==> src/rtl/spi_slave_reg_ctrl_pkg.sv <==
// Shared types and constants for the SPI slave register controller.
// Holds the frame FSM encoding and the command-byte opcode field.
package spi_slave_pkg;

  typedef enum logic [2:0] {
    StIdle,
    StCmd,
    StRdFetch,
    StRdWait,
    StRdData,
    StWrData
  } state_e;

  localparam int unsigned OP_BIT   = 7;
  localparam logic        OP_WRITE = 1'b1;
  localparam logic        OP_READ  = 1'b0;

endpackage

==> src/rtl/spi_slave_reg_ctrl_if.sv <==
// Byte-level driver link plus register-bank port of the SPI slave controller.
interface spi_slave_reg_ctrl_if #(
  parameter int unsigned ADDR_W = 7
);

  logic              cs_n;
  logic [7:0]        rec_data;
  logic              rec_done;
  logic [7:0]        response_data;
  logic [ADDR_W-1:0] reg_addr;
  logic [7:0]        reg_wdata;
  logic              reg_we;
  logic              reg_re;
  logic [7:0]        reg_rdata;
  logic              frame_done;
  logic              busy;

  modport slave (
    input  cs_n, rec_data, rec_done, reg_rdata,
    output response_data, reg_addr, reg_wdata, reg_we, reg_re, frame_done, busy
  );

  modport master (
    output cs_n, rec_data, rec_done, reg_rdata,
    input  response_data, reg_addr, reg_wdata, reg_we, reg_re, frame_done, busy
  );

endinterface

==> src/rtl/spi_slave_reg_ctrl_sync_2ff.sv <==
// Two-flop synchronizer for a single asynchronous level with a configurable reset value.
module sync_2ff #(
  parameter logic RESET_VAL = 1'b1
) (
  input  logic clk,
  input  logic rst,
  input  logic i_d,
  output logic o_q
);

  logic r_meta;
  logic r_sync;

  always_ff @(posedge clk or posedge rst) begin
    if (rst) begin
      r_meta <= RESET_VAL;
      r_sync <= RESET_VAL;
    end else begin
      r_meta <= i_d;
      r_sync <= r_meta;
    end
  end

  assign o_q = r_sync;

endmodule

==> src/rtl/spi_slave_reg_ctrl.sv <==
// Frame-level SPI slave controller: command byte then auto-incrementing register
// writes or prefetched reads, and the response byte for the byte-wide driver.
module spi_slave_reg_ctrl
  import spi_slave_pkg::*;
#(
  parameter int unsigned ADDR_W      = 7,
  parameter logic [7:0]  STATUS_BYTE = 8'hA5
) (
  input logic                  clk,
  input logic                  rst,
  spi_slave_reg_ctrl_if.slave  bus
);

  logic              w_cs_n_sync;
  logic              r_cs_n_prev;
  logic              w_cs_fall;
  logic              w_cs_rise;

  state_e            r_state, w_state_nxt;
  logic [ADDR_W-1:0] r_addr, w_addr_nxt;
  logic [7:0]        r_resp, w_resp_nxt;
  logic [7:0]        r_wdata, w_wdata_nxt;
  logic              r_we, w_we_nxt;
  logic              r_re, w_re_nxt;
  logic              r_fd, w_fd_nxt;

  sync_2ff #(
    .RESET_VAL (1'b1)
  ) u_cs_sync (
    .clk (clk),
    .rst (rst),
    .i_d (bus.cs_n),
    .o_q (w_cs_n_sync)
  );

  assign w_cs_fall = r_cs_n_prev & ~w_cs_n_sync;
  assign w_cs_rise = ~r_cs_n_prev & w_cs_n_sync;

  always_comb begin
    w_state_nxt = r_state;
    w_addr_nxt  = r_addr;
    w_resp_nxt  = r_resp;
    w_wdata_nxt = r_wdata;
    w_we_nxt    = 1'b0;
    w_fd_nxt    = 1'b0;

    // Address advances the cycle after each write strobe.
    if (r_we) begin
      w_addr_nxt = r_addr + 1'b1;
    end

    unique case (r_state)
      StIdle: begin
        w_resp_nxt = STATUS_BYTE;
        if (w_cs_fall) begin
          w_state_nxt = StCmd;
        end
      end
      StCmd: begin
        if (bus.rec_done) begin
          w_addr_nxt = bus.rec_data[ADDR_W-1:0];
          if (bus.rec_data[OP_BIT] == OP_WRITE) begin
            w_state_nxt = StWrData;
            w_resp_nxt  = bus.rec_data;
          end else begin
            w_state_nxt = StRdFetch;
          end
        end
      end
      StRdFetch: begin
        w_state_nxt = StRdWait;
      end
      StRdWait: begin
        w_resp_nxt  = bus.reg_rdata;
        w_addr_nxt  = r_addr + 1'b1;
        w_state_nxt = StRdData;
      end
      StRdData: begin
        if (bus.rec_done) begin
          w_state_nxt = StRdFetch;
        end
      end
      StWrData: begin
        if (bus.rec_done) begin
          w_we_nxt    = 1'b1;
          w_wdata_nxt = bus.rec_data;
          w_resp_nxt  = bus.rec_data;
        end
      end
      default: w_state_nxt = StIdle;
    endcase

    // End of frame wins over everything except a write already strobed above.
    if (w_cs_rise) begin
      w_state_nxt = StIdle;
      w_resp_nxt  = STATUS_BYTE;
      w_fd_nxt    = 1'b1;
    end

    w_re_nxt = (w_state_nxt == StRdFetch);
  end

  always_ff @(posedge clk or posedge rst) begin
    if (rst) begin
      r_state     <= StIdle;
      r_cs_n_prev <= 1'b1;
      r_addr      <= '0;
      r_resp      <= STATUS_BYTE;
      r_wdata     <= '0;
      r_we        <= 1'b0;
      r_re        <= 1'b0;
      r_fd        <= 1'b0;
    end else begin
      r_state     <= w_state_nxt;
      r_cs_n_prev <= w_cs_n_sync;
      r_addr      <= w_addr_nxt;
      r_resp      <= w_resp_nxt;
      r_wdata     <= w_wdata_nxt;
      r_we        <= w_we_nxt;
      r_re        <= w_re_nxt;
      r_fd        <= w_fd_nxt;
    end
  end

  assign bus.response_data = r_resp;
  assign bus.reg_addr      = r_addr;
  assign bus.reg_wdata     = r_wdata;
  assign bus.reg_we        = r_we;
  assign bus.reg_re        = r_re;
  assign bus.frame_done    = r_fd;
  assign bus.busy          = (r_state != StIdle);

endmodule

==> src/flat_wrapper.sv <==
// flat-port wrapper written by rule: the top's interface ports become plain ports
module spi_slave_reg_ctrl_flat import spi_slave_pkg::*;
#(
  parameter int unsigned ADDR_W      = 7,
  parameter logic [7:0]  STATUS_BYTE = 8'hA5
)
  (clk, rst, bus_cs_n, bus_rec_data, bus_rec_done, bus_reg_rdata, bus_response_data, bus_reg_addr, bus_reg_wdata, bus_reg_we, bus_reg_re, bus_frame_done, bus_busy);
  spi_slave_reg_ctrl_if #(.ADDR_W(ADDR_W)) bus_i ();
  input logic clk;
  input logic rst;
  input wire logic [$bits(bus_i.cs_n)-1:0] bus_cs_n;
  input wire logic [$bits(bus_i.rec_data)-1:0] bus_rec_data;
  input wire logic [$bits(bus_i.rec_done)-1:0] bus_rec_done;
  input wire logic [$bits(bus_i.reg_rdata)-1:0] bus_reg_rdata;
  output wire logic [$bits(bus_i.response_data)-1:0] bus_response_data;
  output wire logic [$bits(bus_i.reg_addr)-1:0] bus_reg_addr;
  output wire logic [$bits(bus_i.reg_wdata)-1:0] bus_reg_wdata;
  output wire logic [$bits(bus_i.reg_we)-1:0] bus_reg_we;
  output wire logic [$bits(bus_i.reg_re)-1:0] bus_reg_re;
  output wire logic [$bits(bus_i.frame_done)-1:0] bus_frame_done;
  output wire logic [$bits(bus_i.busy)-1:0] bus_busy;
  assign bus_i.cs_n = bus_cs_n;
  assign bus_i.rec_data = bus_rec_data;
  assign bus_i.rec_done = bus_rec_done;
  assign bus_i.reg_rdata = bus_reg_rdata;
  assign bus_response_data = bus_i.response_data;
  assign bus_reg_addr = bus_i.reg_addr;
  assign bus_reg_wdata = bus_i.reg_wdata;
  assign bus_reg_we = bus_i.reg_we;
  assign bus_reg_re = bus_i.reg_re;
  assign bus_frame_done = bus_i.frame_done;
  assign bus_busy = bus_i.busy;
  spi_slave_reg_ctrl #(.ADDR_W(ADDR_W), .STATUS_BYTE(STATUS_BYTE)) u_core (.clk(clk), .rst(rst), .bus(bus_i));
endmodule
==> config.mk <==
export PLATFORM = sky130hd
export DESIGN_NAME = spi_slave_reg_ctrl_flat
export DESIGN_NICKNAME = d
export VERILOG_FILES = /design/src/rtl/spi_slave_reg_ctrl_pkg.sv /design/src/rtl/spi_slave_reg_ctrl_if.sv /design/src/rtl/spi_slave_reg_ctrl_sync_2ff.sv /design/src/rtl/spi_slave_reg_ctrl.sv /design/src/flat_wrapper.sv
export SDC_FILE = /design/constraint.sdc
export NUM_CORES = 1
export LEC_CHECK = 0
export CORE_UTILIZATION = 44
export DETAILED_ROUTE_END_ITERATION = 16
export PLACE_DENSITY = 0.74
export SYNTH_ARGS = -nofsm -noshare
export SYNTH_HDL_FRONTEND = slang
export SYNTH_SLANG_ARGS = --single-unit
==> constraint.sdc <==
create_clock -name clk -period 2.9 [get_ports clk]
set_input_delay 0.58 -clock clk [delete_from_list [all_inputs] [get_ports clk]]
set_output_delay 0.58 -clock clk [all_outputs]
set_load 0.02 [all_outputs]
# Word-level counts from Yosys, hierarchy flattened
# Index checks and enable logic that the tools add are counted.
# Widths: inputs -> output; s select.
# totals
register_bits	32
out_inout_bits	27
wordCells	46
# classes
add_sub_neg	1
n_eq_ne	9
muxes	17
n_bitwise	4
n_reduce_logical	5
# op_table
operator	n
$mux 8	4
$pmux 8 s4	1
$pmux 3 s6	1
$mux 3	5
$mux 7	2
$pmux 7 s2	1
$eq 3x2->1 const B	3
$ne 3x2->1 const B	3
$add 7x1->7 const B	1
$eq 3x3->1 const B	2
$reduce_bool 5->1	1
$reduce_and 4->1	1
$eq 3x1->1 const B	1
$logic_not 3->1	1
$mux 1	3
$reduce_bool 3->1	1
$and 1x1->1	2
$not 1->1	2
$reduce_and 2->1	1

# Logic depth before layout (Yosys ltp)
# Gate-level depths: netlist of the first run.
# depth
depth_word	6
depth_mapped	6

# Modules after synthesis
# A second synthesis of the first run with hierarchy kept.
# unflattened
cells_unflattened	154
area_unflattened_um2	1616.6
# by_module_without_submodules
mod	instances	cells_per_inst	area_per_inst_um2	seq_area_each_um2
spi_slave_reg_ctrl	1	151	1560.2	757.0
sync_2ff	1	3	56.3	52.6

# Worst setup path after synthesis of the first run
# No wires, ideal clock.
# synth_timing
path_kind	reg-to-reg
start	reg u_core.r_addr[0], in the netlist u_core.bus.reg_addr[0]
end	reg u_core.r_addr[2], in the netlist u_core.bus.reg_addr[2]
setup_time_ns	0.104
arrival_time_ns	1.443
required_time_ns	2.796
path_slack_ns	1.353
path_stages_with_launch	6
path_buffers	0
path_cell_list	dfrtp_1 > ha_1 > nand2_1 > xor2_1 > mux2_2 > a221oi_1
# synth_via
elab_chain_len	4
# synth_rtl
item	line_no	source
start, declared	spi_slave_reg_ctrl.sv:20	logic [ADDR_W-1:0] r_addr, w_addr_nxt;
start signal, assigned	spi_slave_reg_ctrl.sv:116	r_addr <= w_addr_nxt;
$add 7x1->7 *	spi_slave_reg_ctrl.sv:49, spi_slave_reg_ctrl.sv:75	
$mux 7	spi_slave_reg_ctrl.sv:48	if (r_we) begin
$mux 7	spi_slave_reg_ctrl.sv:60	if (bus.rec_done) begin
$pmux 7 s2 *	spi_slave_reg_ctrl.sv:52	unique case (r_state)
named net u_core.w_addr_nxt[2]	spi_slave_reg_ctrl.sv:20	
# The timed path passes the listed nets; every way through them passes the cells marked *.
# A chain may end at the register's enable or synchronous reset.

# Worst setup path after layout of the first run
# layout_timing
start	reg u_core.r_state[0]
end	out bus_busy
# layout_via
elab_chain_len	1
# layout_rtl
item	line_no	source
start, declared	spi_slave_reg_ctrl.sv:19	state_e r_state, w_state_nxt;
start signal, assigned	spi_slave_reg_ctrl.sv:105	r_state <= StIdle;
start signal, assigned	spi_slave_reg_ctrl.sv:114	r_state <= w_state_nxt;
$reduce_bool 3->1	spi_slave_reg_ctrl.sv:131	assign bus.busy = (r_state != StIdle);
end, declared	flat_wrapper.sv:21	output wire logic [$bits(bus_i.busy)-1:0] bus_busy;
# Every way passes these cells.

==> metrics.csv, run 1 <==
metric;value;unit
floorplan.die_area;0.00416;mm²
synth.avg_cell_area;9.19;µm²
seq_area_frac_synth;47.1;%
place.port_buffers;46;
fraction_of_layout_instances_using_a_drive_strength_above_1;11.2;%
netlist_top_cells_area;dfrtp_1, dfstp_2, nand2_1;
clock_path_buffers;2;
grt_pass1_vias;1473;
power.static_leakage;0.924;nW
synth-seq-cells;32;
worst-slew-pin-transition;696;ps
detailedRoute.firstIterationViolations;103;
fillCellCount;308;
dominant_cell_type_by_area_after_synthesis;dfrtp_1;
fmaxAchievable;426;MHz
timing.clock.skew;3.73;ps
worst-endpoint-required;2320;ps
globalRoute.totalOverflow;0;
num_antenna_cells;0;
worst_max_slew_margin_expressed_relative_to_the_limit;53.5;%
tritoncts;yes;
max_cap_violations;0;
postSynthNetCount;208;
htree_num_levels;2;
final-setup-viol-count;0;
die_span_in_x;64.5;µm
postSynth.topFlopCell;dfrtp_1;
yosys_warnings;0;
hpwlAfterDp;2.98;mm
post_cts.resized_instances;0;
grt_first_pass_wirelength;6.97;mm
drc_errors;0;
clock_root_buffer_master;clkbuf_8;
fin_setup_tns;0;ps
syn-cell-area;0.00172;mm²
slew_violations;0;
wl;4.34;mm
rows;22;
critical_path_peak_fanout;11;
detailed_route_wire_length_per_cell;15.5;µm
totalPowerFinal;0.00227;W
layout-area-overhead-vs-synth;34.0;%
mapped_cells;187;
groute.usage.overall;22.5;%
final_min_period_over_clock_period;80.9;%
crit_start_category;register;
hp-class;reg2reg;
routed_via_density;5.86;
nets;252;
die_height;64.5;µm
finalWorstPathRequiredPeriod;2350;ps
worst_setup_hold_path_clk_slew;70;ps
start_util;46.3;%
num_io_pins;47;
number_of_enable_flip_flop_cells_after_synthesis;0;
synth_cell_type_count;49;
clk-insertion-delay-late;290;ps
via_count;1640;
cts.sink_count;32;
power_density;983;mW/mm²
status;finished clean;
grt_antenna_before_repair;0;
core;0.00372;mm²
synth.top_cell.area_share;36.4;%
rsz0062_at_grt;no;
hold_viol;0;
pin_count_of_the_biggest_net_entering_global_routing;33;
timing.critical_path.to_type;output port;
post_cts_buffers;0;
cts_inserted_buffers;5;
crit_type;reg2out;
synth-async-reset-ratio;100;%
total_iterations_of_the_first_detailed_routing_run;4;
cts.hold.buffers_added;0;
worst_ir_drop_vdd;0.000460;V
globalplace.congestion;0.822;
antenna_violating_nets_post_route;0;
cp.arrival;1770;ps
-- cell usage after synthesis (all sizes together) (3+ instances only) --
cell type and count:
dfrtp 25, nand2 29, nand4 3, a22oi 4, inv 5, dfstp 7, o22ai 6, buf 8
clkbuf 6, nor3 6, a31oi 4, a21oi 9, nand3 7, o21ai 4, nand2b 3, xnor2 3
o211ai 4, o41ai 4, nand3b 4, nor2 16
-- report_power, final --
| part | total [W] | switching [W] | leakage [nW] | internal (W) |
|---|---|---|---|---|
| clock network | 0.000362 | 0.000170 | 0.0445 | 0.000193 |
| registers | 0.000740 | 0.000139 | 0.399 | 0.000601 |
| logic | 0.00116 | 0.000641 | 0.481 | 0.000522 |
-- final timing paths --
| check | end | from | slack, ps | cells past startpoint |
|---|---|---|---|---|
| max | bus_busy | u_core.r_state[0]$_DFF_PP0_ | 550 | 2 |
| min | u_core.u_cs_sync.o_q$_DFF_PP1_ | u_core.u_cs_sync.r_meta$_DFF_PP1_ | 360 | 0 |
| max reg2reg | u_core.bus.reg_addr[0]$_DFF_PP0_ | u_core.r_state[0]$_DFF_PP0_ | 980 | 4 |
| min reg2reg | u_core.u_cs_sync.o_q$_DFF_PP1_ | u_core.u_cs_sync.r_meta$_DFF_PP1_ | 360 | 0 |
| max in group asynchronous | u_core.bus.response_data[7]$_DFFE_PP1P_ | rst | 1900 | 3 |
| min in group asynchronous | u_core.bus.frame_done$_DFF_PP0_ | rst | 670 | 3 |
-- placed cells by master (no fill, tap or decap), types with 4 or more instances in the layout --
cell              n
o41ai_1           4
a31oi_1           4
dfstp_2           7
nand3_1           7
clkbuf_8          6
clkdlybuf4s50_1  46
a22oi_1           4
a21oi_1           9
nand2_1          29
dfrtp_1          25
nand3b_1          4
nor2_1           16
o22ai_1           6
nor3_1            6
buf_4             5
-- critical path: stages (launching register included) --
cell	delay (ps)
dfrtp_1	490
or3_4	450
clkdlybuf4s50_1	550
-- metrics by stage --
| stage | util [%] | area (µm²) | worst slack, ps | instances | hold slack, ps |
|---|---|---|---|---|---|
| after CTS | 62.0 | 2300 | 556 | 280 | 357 |
| after detailed placement | 59.5 | 2210 | 506 | 272 | 347 |
| after global placement | 59.5 | 2210 | 593 | 272 | 347 |
| final | 62.0 | 2300 | 554 | 280 | 356 |
| after floorplan | - | 1720 | 1350 | 187 | 345 |
| after global routing | 62.0 | 2300 | 520 | 280 | 366 |
-- logic make-up (layout without fill, tap and decap cells) --
kind of cell / count (synthesis) / after routing / synth area share [%]
xor gates and xnor gates: 5 / 5 / 2.55
buffers and inverters: 19 / 64 / 5.02
DFF: 32 / 32 / 47.1
adders and majority gates: 1 / 1 / 0.728
and+or+nand+nor: 78 / 78 / 22.1
muxes: 2 / 2 / 1.31
AOI/OAI and AO/OA: 50 / 50 / 21.3
-- area by class of cell --
class | instances | area, µm² | area share, %
tap | 48 | 60.1 | 2.61
multi-input combinational | 136 | 823 | 35.7
clock buffer | 7 | 86.3 | 3.75
sequential | 32 | 810 | 35.1
clock inverter | 1 | 7.51 | 0.326
timing repair buffer | 51 | 498 | 21.6
inverter | 5 | 18.8 | 0.815
-- per-layer routing --
| metal | part of all wire [%] | vias up | track usage (%) |
|---|---|---|---|
| met4 | 1.6 | 0 | 8.33 |
| met1 | 47 | 790 | 30.6 |
| met3 | 7.7 | 6 | 5.81 |
| met2 | 44 | 70 | 34.3 |
| met5 | 0 | - | 0 |
| li1 | - | 774 | - |
-- sequential cells by signal, indices dropped and copies added, names as in the netlist --
name	flops
u_core.bus.reg_we	1
u_core.bus.response_data	8
u_core.bus.reg_re	1
u_core.r_state	3
u_core.bus.reg_addr	7
u_core.u_cs_sync.r_meta	1
u_core.bus.reg_wdata	8
u_core.r_cs_n_prev	1
u_core.bus.frame_done	1
u_core.u_cs_sync.o_q	1
Note: power is estimated with default switching activity, not from simulation.
==> run 2: changes to the inputs <==
--- a/config.mk
+++ b/config.mk
@@ -5,9 +5,9 @@
 export SDC_FILE = /design/constraint.sdc
 export NUM_CORES = 1
 export LEC_CHECK = 0
-export CORE_UTILIZATION = 44
+export CORE_UTILIZATION = 43
 export DETAILED_ROUTE_END_ITERATION = 16
-export PLACE_DENSITY = 0.74
+export PLACE_DENSITY = 0.75
 export SYNTH_ARGS = -nofsm -noshare
 export SYNTH_HDL_FRONTEND = slang
 export SYNTH_SLANG_ARGS = --single-unit
==> constraint.sdc (replaced) <==
create_clock -name clk -period 1.96 [get_ports clk]
set_input_delay 0.392 -clock clk [delete_from_list [all_inputs] [get_ports clk]]
set_output_delay 0.392 -clock clk [all_outputs]
set_load 0.02 [all_outputs]
==> run 2 against run 1 <==
Cell area rose by 0.71%. Final cell count up 1.4%. Power increased by 46%. Non-clock buffer count increased by 4. Sequential power is 46% higher. Combinational power rose by 50%. Worst hold slack improved by 1.2 ps. Critical endpoint is now bus_reg_we. Highest routed layer unchanged.
==> metrics.csv, run 2 (same netlist as run 1, synthesis figures left out) <==
metric;value;unit;change
timing.hold.worst.start;u_core.u_cs_sync.r_meta$_DFF_PP1_;;
totalPowerFinal;0.00331;W;+46%
power_density;1430;mW/mm²;+45%
hpwlAfterDp;3.00;mm;+0.60%
fillCellCount;325;;+5.5%
seq_power_share;32.6;%;about the same
fmaxAchievable;524;MHz;
antenna_violating_nets_post_route;0;;unchanged
fraction_of_layout_instances_using_a_drive_strength_above_1;12.3;%;+1.1 points
wl;4.20;mm;-3.1%
drc_errors;0;;unchanged
sw_frac_of_total;41.8;%;-0.079 points
start_util;45.9;%;-0.34 points
mostFrequentLayoutCells;clkdlybuf4s50_1, nand2_1, dfrtp_1;;
via_count;1621;;-1.2%
worst-endpoint-required;1570;ps;-750 ps
routed_via_density;5.71;;-2.6%
crit_slowest_cell;clkdlybuf4s50_1;;
critPathTopFamily;buffers and inverters;;
slew_violations;0;;unchanged
p_int;0.00192;W;+46%
clock_root_buffer_master;clkbuf_8;;
capture_instance_of_the_worst_register_to_register_path;u_core.bus.response_data[1]$_DFFE_PP0P_;;
detailedRoute.firstIterationViolations;101;;-1.9%
worstRegToRegCells;4;;unchanged
worst-path-buf-inv;1;;unchanged
num_io_pins;47;;unchanged
power.static_leakage;0.944;nW;+2.1%
htree_num_levels;2;;unchanged
crit_start_category;register;;
grt_first_pass_wirelength;7.25;mm;+4.0%
tritoncts;yes;;
timing.critical_path.cells;clkdlybuf4s50_1;;
r2r-start;u_core.r_state[2]$_DFF_PP0_;;
worst_ir_drop_vdd;0.000571;V;+24%
layout.core_utilization;62.0;%;about the same
crit_type;reg2out;;
num_antenna_cells;0;;unchanged
total_iterations_of_the_first_detailed_routing_run;4;;unchanged
cts.sink_count;32;;unchanged
commonest_non_fill_non_tap_cell_in_the_layout;clkdlybuf4s50_1;;
worst_path_largest_cell_delay;680;ps;+130 ps
share_comb_of_total_power;52.7;%;+1.4 points
timing.clock.skew;2.61;ps;-1.13 ps
finalWorstPathRequiredPeriod;1910;ps;
cp.arrival;1520;ps;-250 ps
worst_setup_hold_path_clk_slew;60;ps;about the same
min_delay_path_depth;0;;unchanged
post_cts.resized_instances;1;;+1
final-setup-viol-count;0;;unchanged
clockPowerShare;14.7;%;-1.3 points
cts_inserted_buffers;5;;unchanged
die_height;65.2;µm;+1.1%
timing.critical_path.to_type;output port;;
final_min_period_over_clock_period;97.5;%;
core;0.00374;mm²;+0.74%
clock_path_buffers;2;;unchanged
cts.hold.buffers_added;0;;unchanged
grt_pass1_vias;1553;;+5.4%
clk-insertion-delay-late;290;ps;about the same
die_span_in_x;65.2;µm;+1.1%
grt_antenna_before_repair;0;;unchanged
floorplan.die_area;0.00425;mm²;+2.3%
hp-class;reg2reg;;
post_cts_buffers;0;;unchanged
regToRegSetupSlack;310;ps;-670 ps
status;finished clean;;
hold_viol;0;;unchanged
globalRoute.totalOverflow;0;;unchanged
detailed_route_wire_length_per_cell;14.8;µm;-4.5%
place.port_buffers;46;;unchanged
rows;22;;unchanged
worst_hold_path.endpoint;u_core.u_cs_sync.o_q$_DFF_PP1_;;
layout-area-overhead-vs-synth;34.9;%;
nets;256;;+1.6%
critical_path_peak_fanout;11;;unchanged
power.net_switching;0.00138;W;+46%
globalplace.congestion;0.877;;+6.6%
pin_count_of_the_biggest_net_entering_global_routing;33;;unchanged
max_cap_violations;0;;unchanged
worst_max_slew_margin_expressed_relative_to_the_limit;72.6;%;+19 points
groute.usage.overall;22.7;%;+0.24 points
worst-slew-pin-transition;401;ps;-295 ps
rsz0062_at_grt;no;;
==> run 2: area by class of cell <==
type / count / area (µm²) / area share [%]
clock buffers: 7 / 76.3 / 3.29
flip-flops and latches: 32 / 810 / 34.9
well taps: 48 / 60.1 / 2.59
repair buffers: 55 / 527 / 22.7
clock inverters: 1 / 5.00 / 0.216
multi-input cells: 136 / 823 / 35.5
inverters: 5 / 18.8 / 0.809
==> run 2: worst max path at each step <==
stage                                     startpoint                                to  slack, ps  cells after the start
CTS                      u_core.bus.reg_we$_DFF_PP0_                        bus_reg_we         40                      1
global route             u_core.bus.reg_we$_DFF_PP0_                        bus_reg_we          5                      1
global placement                        bus_rec_done       u_core.bus.reg_re$_DFF_PP0_        -30                      5
finish                   u_core.bus.reg_we$_DFF_PP0_                        bus_reg_we         50                      1
floorplan           u_core.bus.reg_addr[0]$_DFF_PP0_  u_core.bus.reg_addr[2]$_DFF_PP0_        410                      5
detailed placement                      bus_rec_done       u_core.bus.reg_re$_DFF_PP0_        -40                      5
==> run 2: per-stage QoR <==
step	hold WS, ps	setup TNS (ps)	instances	setup slack, ps	area (µm²)
finish	357	0	284	50.0	2320
global placement	347	-25.9	276	-25.9	2240
CTS	357	0	284	43.4	2320
global route	366	0	284	5.46	2320
floorplan	345	0	187	413	1720
detailed placement	348	-35.3	276	-35.3	2240
==> run 2: power groups by stage <==
stage               combinational [W]  sequential (W)  clock [W]
finish                        0.00174         0.00108   0.000488
global route                  0.00190         0.00111   0.000533
detailed placement            0.00175         0.00108          0
global placement              0.00174         0.00108          0
floorplan                    0.000942         0.00125          0
CTS                           0.00174         0.00107   0.000500
==> run 2: layer usage <==
metal  up-vias  global-route usage, %  wire [µm]  part of all wire [%]
met1       760                   31.4       1960                    47
li1        776                      -          -                     -
met4         0                   10.1         75                   1.8
met3         8                   7.29        370                   8.8
met5         -                      0          0                     0
met2        77                   32.2       1800                    43
==> run 3: changes to the inputs <==
--- a/config.mk
+++ b/config.mk
@@ -5,9 +5,11 @@
 export SDC_FILE = /design/constraint.sdc
 export NUM_CORES = 1
 export LEC_CHECK = 0
+export CAP_MARGIN = 20
 export CORE_UTILIZATION = 43
 export DETAILED_ROUTE_END_ITERATION = 16
 export PLACE_DENSITY = 0.75
 export SYNTH_ARGS = -nofsm -noshare
 export SYNTH_HDL_FRONTEND = slang
 export SYNTH_SLANG_ARGS = --single-unit
+export TNS_END_PERCENT = 1
==> results of run 3 <==
Same layout as run 2: the final DEF is identical, and so are final timing and power.
